<file path="src/rtl/riscv_muldiv_pkg.sv">
// Shared RV32M encodings for the multiply/divide unit: operation select,
// FSM state encoding and operand-signedness helpers.
package riscv_constants;

    typedef enum logic [2:0] {
        MD_MUL    = 3'd0,
        MD_MULH   = 3'd1,
        MD_MULHSU = 3'd2,
        MD_MULHU  = 3'd3,
        MD_DIV    = 3'd4,
        MD_DIVU   = 3'd5,
        MD_REM    = 3'd6,
        MD_REMU   = 3'd7
    } md_fun_t;

    typedef enum logic [1:0] {
        MD_IDLE = 2'd0,
        MD_BUSY = 2'd1,
        MD_DONE = 2'd2
    } md_state_t;

    function automatic logic src1_signed(input md_fun_t f);
        return f inside {MD_MULH, MD_MULHSU, MD_DIV, MD_REM};
    endfunction

    function automatic logic src2_signed(input md_fun_t f);
        return f inside {MD_MULH, MD_DIV, MD_REM};
    endfunction

endpackage

</file>
<file path="src/rtl/riscv_muldiv_core.sv">
// Shared unsigned datapath: shift-add multiply or restoring divide on a
// {hi, lo} accumulator pair, one bit per step, with the iteration counter.
module riscv_muldiv_core
    import riscv_constants::*;
#(
    parameter int WORD_LENGTH = 32
) (
    input  logic                   clk,
    input  logic                   rst,
    input  logic                   start,
    input  logic                   step,
    input  logic                   div_mode,
    input  logic [WORD_LENGTH-1:0] op_a,
    input  logic [WORD_LENGTH-1:0] op_b,
    output logic [WORD_LENGTH-1:0] hi_next,
    output logic [WORD_LENGTH-1:0] lo_next,
    output logic                   last
);

    localparam int W  = WORD_LENGTH;
    localparam int CW = $clog2(W);
    localparam logic [CW-1:0] LAST_CNT = CW'(W - 1);

    logic [W-1:0]  hi;
    logic [W-1:0]  lo;
    logic [W-1:0]  opnd;
    logic          is_div;
    logic [CW-1:0] cnt;
    logic [W:0]    sum;
    logic [W:0]    trial;

    // Multiply: lo holds the multiplier and drains out as product bits shift in.
    // Divide: lo holds the dividend and fills with quotient bits; hi is the remainder.
    always_comb begin
        sum   = {1'b0, hi} + (lo[0] ? {1'b0, opnd} : '0);
        trial = {hi, lo[W-1]} - {1'b0, opnd};
        if (is_div) begin
            hi_next = trial[W] ? {hi[W-2:0], lo[W-1]} : trial[W-1:0];
            lo_next = {lo[W-2:0], ~trial[W]};
        end else begin
            hi_next = sum[W:1];
            lo_next = {sum[0], lo[W-1:1]};
        end
    end

    always_ff @(posedge clk) begin
        if (start) begin
            hi     <= '0;
            lo     <= op_a;
            opnd   <= op_b;
            is_div <= div_mode;
        end else if (step) begin
            hi <= hi_next;
            lo <= lo_next;
        end
    end

    always_ff @(posedge clk) begin
        if (rst) begin
            cnt <= '0;
        end else if (start) begin
            cnt <= '0;
        end else if (step) begin
            cnt <= last ? '0 : cnt + 1'b1;
        end
    end

    assign last = (cnt == LAST_CNT);

endmodule

</file>
<file path="src/rtl/riscv_muldiv.sv">
// Multi-cycle RV32M execution unit (MUL/MULH/MULHSU/MULHU/DIV/DIVU/REM/REMU).
// Define RISCV_MULDIV_FAST_MUL_EN for a single-cycle combinational multiplier.
module riscv_muldiv
    import riscv_constants::*;
#(
    parameter int WORD_LENGTH = 32
) (
    input  logic                   clk,
    input  logic                   rst,
    input  md_fun_t                md_fun,
    input  logic [WORD_LENGTH-1:0] data1,
    input  logic [WORD_LENGTH-1:0] data2,
    input  logic                   in_valid,
    output logic                   in_ready,
    input  logic                   flush,
    output logic                   out_valid,
    input  logic                   out_ready,
    output logic [WORD_LENGTH-1:0] md_out
);

    localparam int W = WORD_LENGTH;
    localparam logic [W-1:0] MIN_VAL = {1'b1, {(W-1){1'b0}}};

    md_state_t      state;
    md_state_t      state_next;
    md_fun_t        fun_q;
    logic           neg_q;
    logic           rem_neg_q;
    logic           accept;
    logic           a_neg;
    logic           b_neg;
    logic           div_zero;
    logic           div_ovf;
    logic           special;
    logic           core_start;
    logic           core_step;
    logic           core_last;
    logic [W-1:0]   a_mag;
    logic [W-1:0]   b_mag;
    logic [W-1:0]   special_res;
    logic [W-1:0]   core_hi;
    logic [W-1:0]   core_lo;
    logic [W-1:0]   iter_res;
    logic [2*W-1:0] prod_mag;
    logic [2*W-1:0] prod_signed;
`ifdef RISCV_MULDIV_FAST_MUL_EN
    logic [2*W-1:0] fast_prod;
`endif

    assign accept = in_valid && (state == MD_IDLE) && !flush;

    // Signed operations run on magnitudes; the sign is restored on the way out.
    assign a_neg    = src1_signed(md_fun) && data1[W-1];
    assign b_neg    = src2_signed(md_fun) && data2[W-1];
    assign a_mag    = a_neg ? -data1 : data1;
    assign b_mag    = b_neg ? -data2 : data2;
    assign div_zero = (data2 == '0);
    assign div_ovf  = (data1 == MIN_VAL) && (data2 == '1);

`ifdef RISCV_MULDIV_FAST_MUL_EN
    assign fast_prod = {{W{a_neg}}, data1} * {{W{b_neg}}, data2};
`endif

    // Requests that finish in one cycle and never touch the iterative datapath.
    always_comb begin
        special     = 1'b0;
        special_res = '0;
        case (md_fun)
            MD_MUL, MD_MULH, MD_MULHSU, MD_MULHU: begin
`ifdef RISCV_MULDIV_FAST_MUL_EN
                special     = 1'b1;
                special_res = (md_fun == MD_MUL) ? fast_prod[W-1:0] : fast_prod[2*W-1:W];
`endif
            end
            MD_DIV: begin
                if (div_zero) begin
                    special     = 1'b1;
                    special_res = '1;
                end else if (div_ovf) begin
                    special     = 1'b1;
                    special_res = MIN_VAL;
                end
            end
            MD_DIVU: begin
                if (div_zero) begin
                    special     = 1'b1;
                    special_res = '1;
                end
            end
            MD_REM: begin
                if (div_zero) begin
                    special     = 1'b1;
                    special_res = data1;
                end else if (div_ovf) begin
                    special     = 1'b1;
                    special_res = '0;
                end
            end
            MD_REMU: begin
                if (div_zero) begin
                    special     = 1'b1;
                    special_res = data1;
                end
            end
            default: begin
                special     = 1'b1;
                special_res = '0;
            end
        endcase
    end

    assign core_start = accept && !special;
    assign core_step  = (state == MD_BUSY) && !flush;

    riscv_muldiv_core #(
        .WORD_LENGTH(W)
    ) u_core (
        .clk      (clk),
        .rst      (rst),
        .start    (core_start),
        .step     (core_step),
        .div_mode (md_fun[2]),
        .op_a     (a_mag),
        .op_b     (b_mag),
        .hi_next  (core_hi),
        .lo_next  (core_lo),
        .last     (core_last)
    );

    // Result selection taps the final step's combinational values so the
    // answer lands in md_out on the same edge that enters DONE.
    always_comb begin
        prod_mag    = {core_hi, core_lo};
        prod_signed = neg_q ? -prod_mag : prod_mag;
        iter_res    = '0;
        case (fun_q)
            MD_MUL:                       iter_res = prod_signed[W-1:0];
            MD_MULH, MD_MULHSU, MD_MULHU: iter_res = prod_signed[2*W-1:W];
            MD_DIV, MD_DIVU:              iter_res = neg_q ? -core_lo : core_lo;
            default:                      iter_res = rem_neg_q ? -core_hi : core_hi;
        endcase
    end

    always_ff @(posedge clk) begin
        if (rst) begin
            state <= MD_IDLE;
        end else begin
            state <= state_next;
        end
    end

    always_comb begin
        state_next = state;
        in_ready   = 1'b0;
        out_valid  = 1'b0;
        case (state)
            MD_IDLE: begin
                in_ready = 1'b1;
                if (accept) begin
                    state_next = special ? MD_DONE : MD_BUSY;
                end
            end
            MD_BUSY: begin
                if (core_last) begin
                    state_next = MD_DONE;
                end
            end
            MD_DONE: begin
                out_valid = 1'b1;
                if (out_ready) begin
                    state_next = MD_IDLE;
                end
            end
            default: state_next = MD_IDLE;
        endcase
        if (flush) begin
            state_next = MD_IDLE;
        end
    end

    always_ff @(posedge clk) begin
        if (accept) begin
            fun_q     <= md_fun;
            neg_q     <= a_neg ^ b_neg;
            rem_neg_q <= a_neg;
        end
    end

    always_ff @(posedge clk) begin
        if (rst) begin
            md_out <= '0;
        end else if (accept && special) begin
            md_out <= special_res;
        end else if (core_step && core_last) begin
            md_out <= iter_res;
        end
    end

endmodule
</file>
<file path="config.mk">
export PLATFORM = sky130hd
export DESIGN_NAME = riscv_muldiv
export DESIGN_NICKNAME = d
export VERILOG_FILES = /design/src/rtl/riscv_muldiv_pkg.sv /design/src/rtl/riscv_muldiv_core.sv /design/src/rtl/riscv_muldiv.sv
export SDC_FILE = /design/constraint.sdc
export NUM_CORES = 1
export LEC_CHECK = 0
export ABC_AREA = 1
export CORE_UTILIZATION = 45
export DETAILED_ROUTE_END_ITERATION = 7
export PLACE_DENSITY = 0.64
export SLEW_MARGIN = 20
export SYNTH_ARGS = -nofsm -noshare
export SYNTH_HDL_FRONTEND = slang
export SYNTH_SLANG_ARGS = --single-unit
export TNS_END_PERCENT = 1
</file>
<file path="constraint.sdc">
create_clock -name clk -period 4.3 [get_ports clk]
set_input_delay 0.86 -clock clk [delete_from_list [all_inputs] [get_ports clk]]
set_output_delay 0.86 -clock clk [all_outputs]
set_load 0.05 [all_outputs]
</file>
==> impl_metrics.py, run 1 <==
metrics = {
    "run": {
        "max_cap_violations": 0,
    },
    "floorplanning": {
        "dieWidth_um": 198.0,
        "placementRows": 71,
        "starting_utilization_of_the_core_area_pct": 45.79,
        "core_mm2": 0.03776,
        "dieArea_mm2": 0.03921,
        "floorplan.io_pins": 106,
        "die_height_um": 198.0,
    },
    "logic_synthesis": {
        "synth_fp_nets": 3124,
        "ys_warn_count": 0,
        "synth_enable_flop_cells": 70,
        "post_synth_instance_area_mm2": 0.01729,
        "asyncSetResetFlopFracSynth_pct": 0,
        "mean_area_per_synthesized_cell_um2": 5.804,
        "post_synth_inst_count": 2979,
        "flip_flop_and_latch_count_after_synthesis": 141,
        "yosys_most_used_dff": "sky130_fd_sc_hd__dfxtp_1",
        "yosys.cell_types.count": 59,
        "synth_top_area_share_pct": 19.76,
        "ranking_of_synthesized_cells_by_area": "sky130_fd_sc_hd__nand2_1 (20%), sky130_fd_sc_hd__edfxtp_1 (12%), sky130_fd_sc_hd__inv_1 (10%)",
        "seq_total_area_yosys_pct": 20.38,
        "synth_top_area_cell": "sky130_fd_sc_hd__nand2_1",
    },
    "detailed_routing": {
        "detailroute.via_count": 21636,
        "drt.antenna.violating_nets": 0,
        "wl_per_cell_um": 22.15,
        "drt-pass1-iter-count": 7,
        "routed_wirelength_um": 83190,
        "dr.first_iter.drc_count": 2558,
        "post-route-drc-count": 0,
        "vias_per_cell": 5.760,
    },
    "worst_setup_path": {
        "worst-setup-path-type": "reg2reg",
        "maximum_net_fanout_on_the_critical_path": 11,
        "crit_chain": "buf_4 -> buf_4 -> nand2_1 -> inv_1 -> ha_1 -> inv_1 -> o21bai_1 -> a31oi_1 -> nand2_1 -> a21oi_1 -> nand2_1 -> nand2_1 -> nand3_1 -> nand2_1 -> nand2_1 -> nor3_1 -> buf_4 -> nand3_1 -> nand2_1 -> nand2_4 -> o21ai_2 -> o21ai_1 -> nor2_1 -> nor2_1",
        "crit_path_top_cell_by_count": "sky130_fd_sc_hd__nand2_1",
        "slowest_cell_on_crit_path": "sky130_fd_sc_hd__edfxtp_1",
        "timing.critical_path.from_type": "flop",
        "cp_data_required_time_ns": 4.64,
        "crit_path_end_kind": "flop",
        "timing.critical_path.arrival_ns": 4.55,
        "cpPeakStageDelay_ns": 0.51,
    },
    "timing": {
        "timing.fmax_mhz": 237.8,
        "final.period_utilization_pct": 97.80,
        "clock-skew-final_ns": 0.02128,
        "report.final.slew_viol_count": 0,
        "setup_violations": 0,
        "worst_pin_slew_ns": 0.8793,
        "setup_tns_ns": 0,
        "hold_slack_ns": 0.4746,
        "final-hold-violation-count": 0,
        "layout_min_cycle_time_ns": 4.206,
        "slew-limit-headroom_pct": 41.38,
        "setup_ws_ns": 0.09447,
        "setup_repair_after_global_routing_missed_its_margin": "true",
    },
    "global_route": {
        "grt_pass1_vias": 20103,
        "global_route.overflow_total": 0,
        "grt_start_max_net_pins": 62,
        "grt_first_pass_wirelength_um": 121700,
        "antenna_found_initial": 7,
        "global_route.usage.total_pct": 42.36,
    },
    "finish": {
        "fill_cells": 3795,
        "number_of_nets_in_the_final_layout": 3376,
        "layout_commonest_cell": "sky130_fd_sc_hd__nand2_1",
        "post-route-util_pct": 56.48,
        "layout-drive-gt1-share_pct": 14.46,
        "multiInputGateArea_mm2": 0.01202,
        "top_library_cells_by_usage_in_the_layout_fill_and_taps_aside": "sky130_fd_sc_hd__nand2_1 (890), sky130_fd_sc_hd__inv_1 (458), sky130_fd_sc_hd__nor2_1 (248), sky130_fd_sc_hd__nand3_1 (220), sky130_fd_sc_hd__o21ai_0 (207)",
        "area.growth.synth_to_final_pct": 23.35,
        "ff_latch_area_mm2": 0.003523,
        "stdcell_area_mm2": 0.02133,
    },
    "clock_network": {
        "tritoncts": "yes",
        "numCtsBuffers": 17,
        "cts.path.max_buffers": 2,
        "cts_sinks": 141,
        "clkTransAtPathRegs_ns": 0.07,
        "ctsRootBufferMaster": "sky130_fd_sc_hd__clkbuf_16",
        "ctsHtreeMaxLevel": 4,
        "worstSkewPairLatency_ns": 0.46,
    },
    "power": {
        "ir_drop_mv": 0.3249,
        "power_density_mw_per_mm2": 280.6,
        "leakage_nw": 10.55,
    },
    "placed_design": {
        "gpl.final_weighted_congestion": 1.091,
        "post_place_worst_slack_ns": -0.06733,
        "port_buffers": 105,
        "post_dp_cell_area_mm2": 0.02013,
        "detailed_place_hpwl_um": 67620,
    },
    "worst_hold_path": {
        "hold_path.class": "reg2reg",
    },
    "run_status": {
        "run_status": "completed",
    },
}
state kept, by name, summed over array words and instances, names as in the netlist:
signal / flops
fun_q: 3
md_out: 32
neg_q: 1
rem_neg_q: 1
state: 2
u_core.cnt: 5
u_core.hi: 32
u_core.is_div: 1
u_core.lo: 32
u_core.opnd: 32
per-stage QoR:
| stage | power [mW] | instances |
|---|---|---|
| 6_report | 5.984 | 3756 |
| 5_1_grt | 6.216 | 3755 |
| 4_1_cts | 5.734 | 3736 |
| 3_5_place_dp | 4.262 | 3704 |
| 3_3_place_gp | 4.246 | 3704 |
| 2_1_floorplan | 3.131 | 2979 |
final cells by class:
| cell class | instances | area share [%] |
|---|---|---|
| multi-input cells | 2269 | 56.38 |
| flip-flops and latches | 141 | 16.52 |
| repair buffers | 319 | 12.91 |
| inverters | 483 | 8.560 |
| well taps | 511 | 2.998 |
| clock buffers | 19 | 2.130 |
| clock inverters | 13 | 0.4870 |
| diodes | 1 | 0.01173 |
path summary, 6_finish.rpt:
kind                                                   end                       start  depth (start not counted)  slack (ns)
worst max-delay path               md_out[30]$_SDFFE_PP0P_      u_core.lo[0]$_DFFE_PP_                         24        0.09
worst min-delay path            u_core.cnt[4]$_SDFFE_PP0P_  u_core.cnt[4]$_SDFFE_PP0P_                          2        0.47
worst max register to register     md_out[30]$_SDFFE_PP0P_      u_core.lo[0]$_DFFE_PP_                         24        0.09
worst min register to register  u_core.cnt[4]$_SDFFE_PP0P_  u_core.cnt[4]$_SDFFE_PP0P_                          2        0.47
kinds of logic after synthesis:
| logic type | count (synthesis) | share of synthesized area [%] |
|---|---|---|
| buffers and inverters | 569 | 12.84 |
| and+or+nand+nor | 1639 | 41.37 |
| adders and majority gates | 73 | 5.370 |
| AOI/OAI and AO/OA | 461 | 15.17 |
| muxes | 1 | 0.05790 |
| xor gates and xnor gates | 95 | 4.813 |
| DFF | 141 | 20.38 |
cells in the mapped netlist, types with 3 or more instances:
| master | count |
|---|---|
| sky130_fd_sc_hd__nor2_2 | 24 |
| sky130_fd_sc_hd__clkbuf_1 | 50 |
| sky130_fd_sc_hd__o211ai_1 | 42 |
| sky130_fd_sc_hd__nor4_1 | 11 |
| sky130_fd_sc_hd__xnor2_1 | 24 |
| sky130_fd_sc_hd__nand3_2 | 10 |
| sky130_fd_sc_hd__buf_1 | 11 |
| sky130_fd_sc_hd__xor2_1 | 71 |
| sky130_fd_sc_hd__nand2_2 | 40 |
| sky130_fd_sc_hd__nand3_1 | 228 |
| sky130_fd_sc_hd__a21o_1 | 3 |
| sky130_fd_sc_hd__buf_2 | 16 |
| sky130_fd_sc_hd__a21oi_4 | 3 |
| sky130_fd_sc_hd__nand4_1 | 46 |
| sky130_fd_sc_hd__and3_1 | 3 |
| sky130_fd_sc_hd__and2_1 | 6 |
| sky130_fd_sc_hd__o21ai_2 | 10 |
| sky130_fd_sc_hd__nor3_1 | 45 |
| sky130_fd_sc_hd__clkinv_1 | 6 |
| sky130_fd_sc_hd__ha_1 | 71 |
| sky130_fd_sc_hd__inv_1 | 465 |
| sky130_fd_sc_hd__o21bai_1 | 11 |
| sky130_fd_sc_hd__dfxtp_1 | 71 |
| sky130_fd_sc_hd__edfxtp_1 | 70 |
| sky130_fd_sc_hd__a21oi_1 | 129 |
| sky130_fd_sc_hd__nand2_1 | 910 |
| sky130_fd_sc_hd__or2_0 | 3 |
| sky130_fd_sc_hd__inv_2 | 12 |
| sky130_fd_sc_hd__o21ai_1 | 17 |
| sky130_fd_sc_hd__nand2_4 | 6 |
| sky130_fd_sc_hd__a211oi_1 | 3 |
| sky130_fd_sc_hd__nand3b_1 | 19 |
| sky130_fd_sc_hd__buf_6 | 6 |
| sky130_fd_sc_hd__nor2_4 | 5 |
| sky130_fd_sc_hd__nor2_1 | 264 |
| sky130_fd_sc_hd__o21ai_0 | 211 |
| sky130_fd_sc_hd__or2_2 | 10 |
| sky130_fd_sc_hd__o21a_1 | 6 |
| sky130_fd_sc_hd__a31oi_1 | 11 |
| sky130_fd_sc_hd__o31ai_1 | 3 |
worst max-delay path: cells and delay by family (launching register included):
kind	cells	cell delay, ns
flip-flops	1	0.51
adder cells (fa/ha/maj)	1	0.33
AO/OA/AOI/OAI	5	1.13
buffers and inverters	5	0.86
AND/OR/NAND/NOR	13	1.28
per-layer routing:
layer / vias to the layer above / share of wire, % / track usage [%]
li1: 10073 / - / -
met1: 9890 / 40 / 54.01
met2: 1380 / 42 / 64.62
met3: 291 / 11 / 8.925
met4: 2 / 7.4 / 27.48
met5: - / 0.028 / 0
report_power, final:
part | switching [mW] | total (mW) | internal, mW
clock | 0.710 | 1.49 | 0.785
combinational | 1.93 | 2.91 | 0.986
sequential | 0.0729 | 1.57 | 1.50
repair_timing:
| action | in CTS | in global routing |
|---|---|---|
| buffers inserted | 0 | 19 |
| endpoints found under the setup margin | 1 | 29 |
| pin swaps | 0 | 30 |
| gates resized for setup | 1 | 114 |
| hold buffers | 0 | 0 |
No activity file was read; power rests on OpenSTA's default activity.
==> inputs of run 2 (changes only) <==
--- a/config.mk
+++ b/config.mk
@@ -6,6 +6,7 @@
 export NUM_CORES = 1
 export LEC_CHECK = 0
 export ABC_AREA = 1
+export CAP_MARGIN = 40
 export CORE_UTILIZATION = 45
 export DETAILED_ROUTE_END_ITERATION = 7
 export PLACE_DENSITY = 0.64
==> run 2 against run 1 <==
Effect of this change: worst setup slack worse by 0.023 ns; combinational power about the same; clock power about the same; hold slack worse by 0.0011 ns; utilization up 0.053 points; critical path depth unchanged; die area unchanged; first-iteration DRC count down 1.4%; register-to-register slack worse by 0.02 ns; clock-buffer cell count unchanged; via count up 0.16%.
==> impl_metrics.py, run 2 (synthesis gave the netlist of run 1 again) <==
metrics = {
    "clock_network": {
        "ctsHtreeMaxLevel": 4,
        "cts_sinks": 141,
        "ctsRootBufferMaster": "sky130_fd_sc_hd__clkbuf_16",
        "cts.path.max_buffers": 2,
        "clkTransAtPathRegs_ns": 0.07,
        "tritoncts": "yes",
        "worstSkewPairLatency_ns": 0.45,
        "numCtsBuffers": 17,
    },
    "power": {
        "leakage_nw": 10.56,
        "pwr-share-comb_pct": 48.7,
        "ir_drop_mv": 0.3273,
        "power_density_mw_per_mm2": 280.2,
        "internal-power_mw": 3.273,
        "net_switching_power_of_the_design_mw": 2.709,
        "power_switching_share_pct": 45.28,
        "power.clock.fraction_pct": 24.9,
        "power.sequential.fraction_pct": 26.3,
    },
    "floorplanning": {
        "core_mm2": 0.03776,
        "starting_utilization_of_the_core_area_pct": 45.79,
        "floorplan.io_pins": 106,
        "placementRows": 71,
        "dieArea_mm2": 0.03921,
        "dieWidth_um": 198.0,
        "die_height_um": 198.0,
    },
    "detailed_routing": {
        "dr.first_iter.drc_count": 2522,
        "drt-pass1-iter-count": 8,
        "wl_per_cell_um": 22.10,
        "vias_per_cell": 5.768,
        "drt.antenna.violating_nets": 0,
        "detailroute.via_count": 21671,
        "post-route-drc-count": 0,
        "routed_wirelength_um": 83040,
    },
    "worst_setup_path": {
        "maximum_net_fanout_on_the_critical_path": 11,
        "crit_path_end_kind": "flop",
        "cpPeakStageDelay_ns": 0.51,
        "timing.critical_path.arrival_ns": 4.57,
        "worst-setup-path-type": "reg2reg",
        "slowest_cell_on_crit_path": "sky130_fd_sc_hd__edfxtp_1",
        "crit_chain": "buf_4 -> buf_4 -> nand2_1 -> inv_1 -> ha_1 -> inv_1 -> o21bai_1 -> a31oi_1 -> nand2_1 -> a21oi_1 -> nand2_1 -> nand2_1 -> nand3_1 -> nand2_1 -> nand2_1 -> nor3_1 -> buf_4 -> nand3_1 -> nand2_1 -> nand2_4 -> o21ai_2 -> o21ai_1 -> nor2_1 -> nor2_1",
        "cp_data_required_time_ns": 4.64,
        "crit_path_top_cell_by_count": "sky130_fd_sc_hd__nand2_1",
        "timing.critical_path.from_type": "flop",
    },
    "finish": {
        "stdcell_area_mm2": 0.02135,
        "layout_commonest_cell": "sky130_fd_sc_hd__nand2_1",
        "post-route-util_pct": 56.54,
        "area.growth.synth_to_final_pct": 23.46,
        "layout-drive-gt1-share_pct": 14.48,
        "top_library_cells_by_usage_in_the_layout_fill_and_taps_aside": "sky130_fd_sc_hd__nand2_1 (890), sky130_fd_sc_hd__inv_1 (458), sky130_fd_sc_hd__nor2_1 (248), sky130_fd_sc_hd__nand3_1 (220), sky130_fd_sc_hd__o21ai_0 (207)",
        "number_of_nets_in_the_final_layout": 3377,
    },
    "timing": {
        "setup_violations": 0,
        "timing.fmax_mhz": 236.5,
        "clock-skew-final_ns": 0.01760,
        "setup_ws_ns": 0.07195,
        "final.period_utilization_pct": 98.33,
        "setup_repair_after_global_routing_missed_its_margin": "true",
        "final-hold-violation-count": 0,
        "report.final.slew_viol_count": 0,
        "worst_pin_slew_ns": 0.8068,
        "layout_min_cycle_time_ns": 4.228,
        "hold_slack_ns": 0.4735,
        "slew-limit-headroom_pct": 46.15,
    },
    "global_route": {
        "grt.met1_usage_pct": 54.01,
        "global_route.usage.total_pct": 42.36,
        "grt_start_max_net_pins": 62,
        "antenna_found_initial": 7,
        "global_route.overflow_total": 0,
        "grt_first_pass_wirelength_um": 121700,
        "top_usage_layer": "met2",
        "grt_pass1_vias": 20103,
        "grt_util_met2_pct": 64.62,
        "met3_usage_pct": 8.925,
    },
    "placed_design": {
        "post_dp_cell_area_mm2": 0.02013,
        "detailed_place_hpwl_um": 67620,
        "post_place_worst_slack_ns": -0.06733,
        "port_buffers": 105,
        "gpl.final_weighted_congestion": 1.091,
    },
    "run_status": {
        "run_status": "completed",
    },
    "run": {
        "max_cap_violations": 0,
    },
    "worst_hold_path": {
        "hold_path.class": "reg2reg",
    },
}
==> run 2: changes by cell type in the layout (fill, tap and decap cells not counted) <==
| cell | before | now |
|---|---|---|
| sky130_fd_sc_hd__buf_12 | 7 | 8 |
==> run 2: repair_timing <==
item                       CTS  global route
buffers inserted             0            19
cloned                       0             0
hold endpoints to repair     0             0
resized for setup            1           114
setup endpoints to repair    1            29
hold buffers                 0             0
pin swaps                    0            30
==> run 2: cell type report <==
type                    count  area [um2]
fillers                  3791       16410
multi-input cells        2269       12020
flip-flops and latches    141        3523
repair buffers            320        2773
inverters                 483        1826
well taps                 511       639.4
clock buffers              19       454.2
clock inverters            13       103.9
diodes                      1       2.502
==> run 2: per-stage QoR <==
step	setup TNS (ns)	power [mW]	std cells
after global placement	-0.009750	4.246	3704
after detailed placement	-0.06733	4.262	3704
after floorplan	0	3.131	2979
final	0	5.982	3757
after CTS	0	5.734	3736
after global routing	-1.043	6.217	3756
==> run 2: power by group through the flow <==
stage | Sequential (mW) | Combinational (mW) | Clock [mW]
floorplan | 1.57 | 1.56 | 0
global placement | 1.59 | 2.65 | 0
detailed placement | 1.60 | 2.66 | 0
CTS | 1.57 | 2.68 | 1.48
global route | 1.58 | 3.10 | 1.54
finish | 1.58 | 2.92 | 1.49
==> run 2: critical path, delay by kind of cell (launching register included) <==
kind	cells	cell delay (ns)
buffers and inverters	5	0.86
AND/OR/NAND/NOR	13	1.27
flip-flops	1	0.51
AO/OA/AOI/OAI	5	1.16
adder cells (fa/ha/maj)	1	0.33
==> run 2: layer usage <==
metal / part of all wire [%] / vias to the layer above
li1: - / 10076
met1: 40 / 9892
met2: 42 / 1396
met3: 10 / 305
met4: 7.6 / 2
met5: 0.028 / -
==> run 2: worst paths after layout <==
| path | from | slack [ns] | end | cells after the start |
|---|---|---|---|---|
| worst max register to register | u_core.lo[0]$_DFFE_PP_ | 0.07 | md_out[30]$_SDFFE_PP0P_ | 24 |
| worst min register to register | u_core.cnt[4]$_SDFFE_PP0P_ | 0.47 | u_core.cnt[4]$_SDFFE_PP0P_ | 2 |
| worst max-delay path | u_core.lo[0]$_DFFE_PP_ | 0.07 | md_out[30]$_SDFFE_PP0P_ | 24 |
| worst min-delay path | u_core.cnt[4]$_SDFFE_PP0P_ | 0.47 | u_core.cnt[4]$_SDFFE_PP0P_ | 2 |
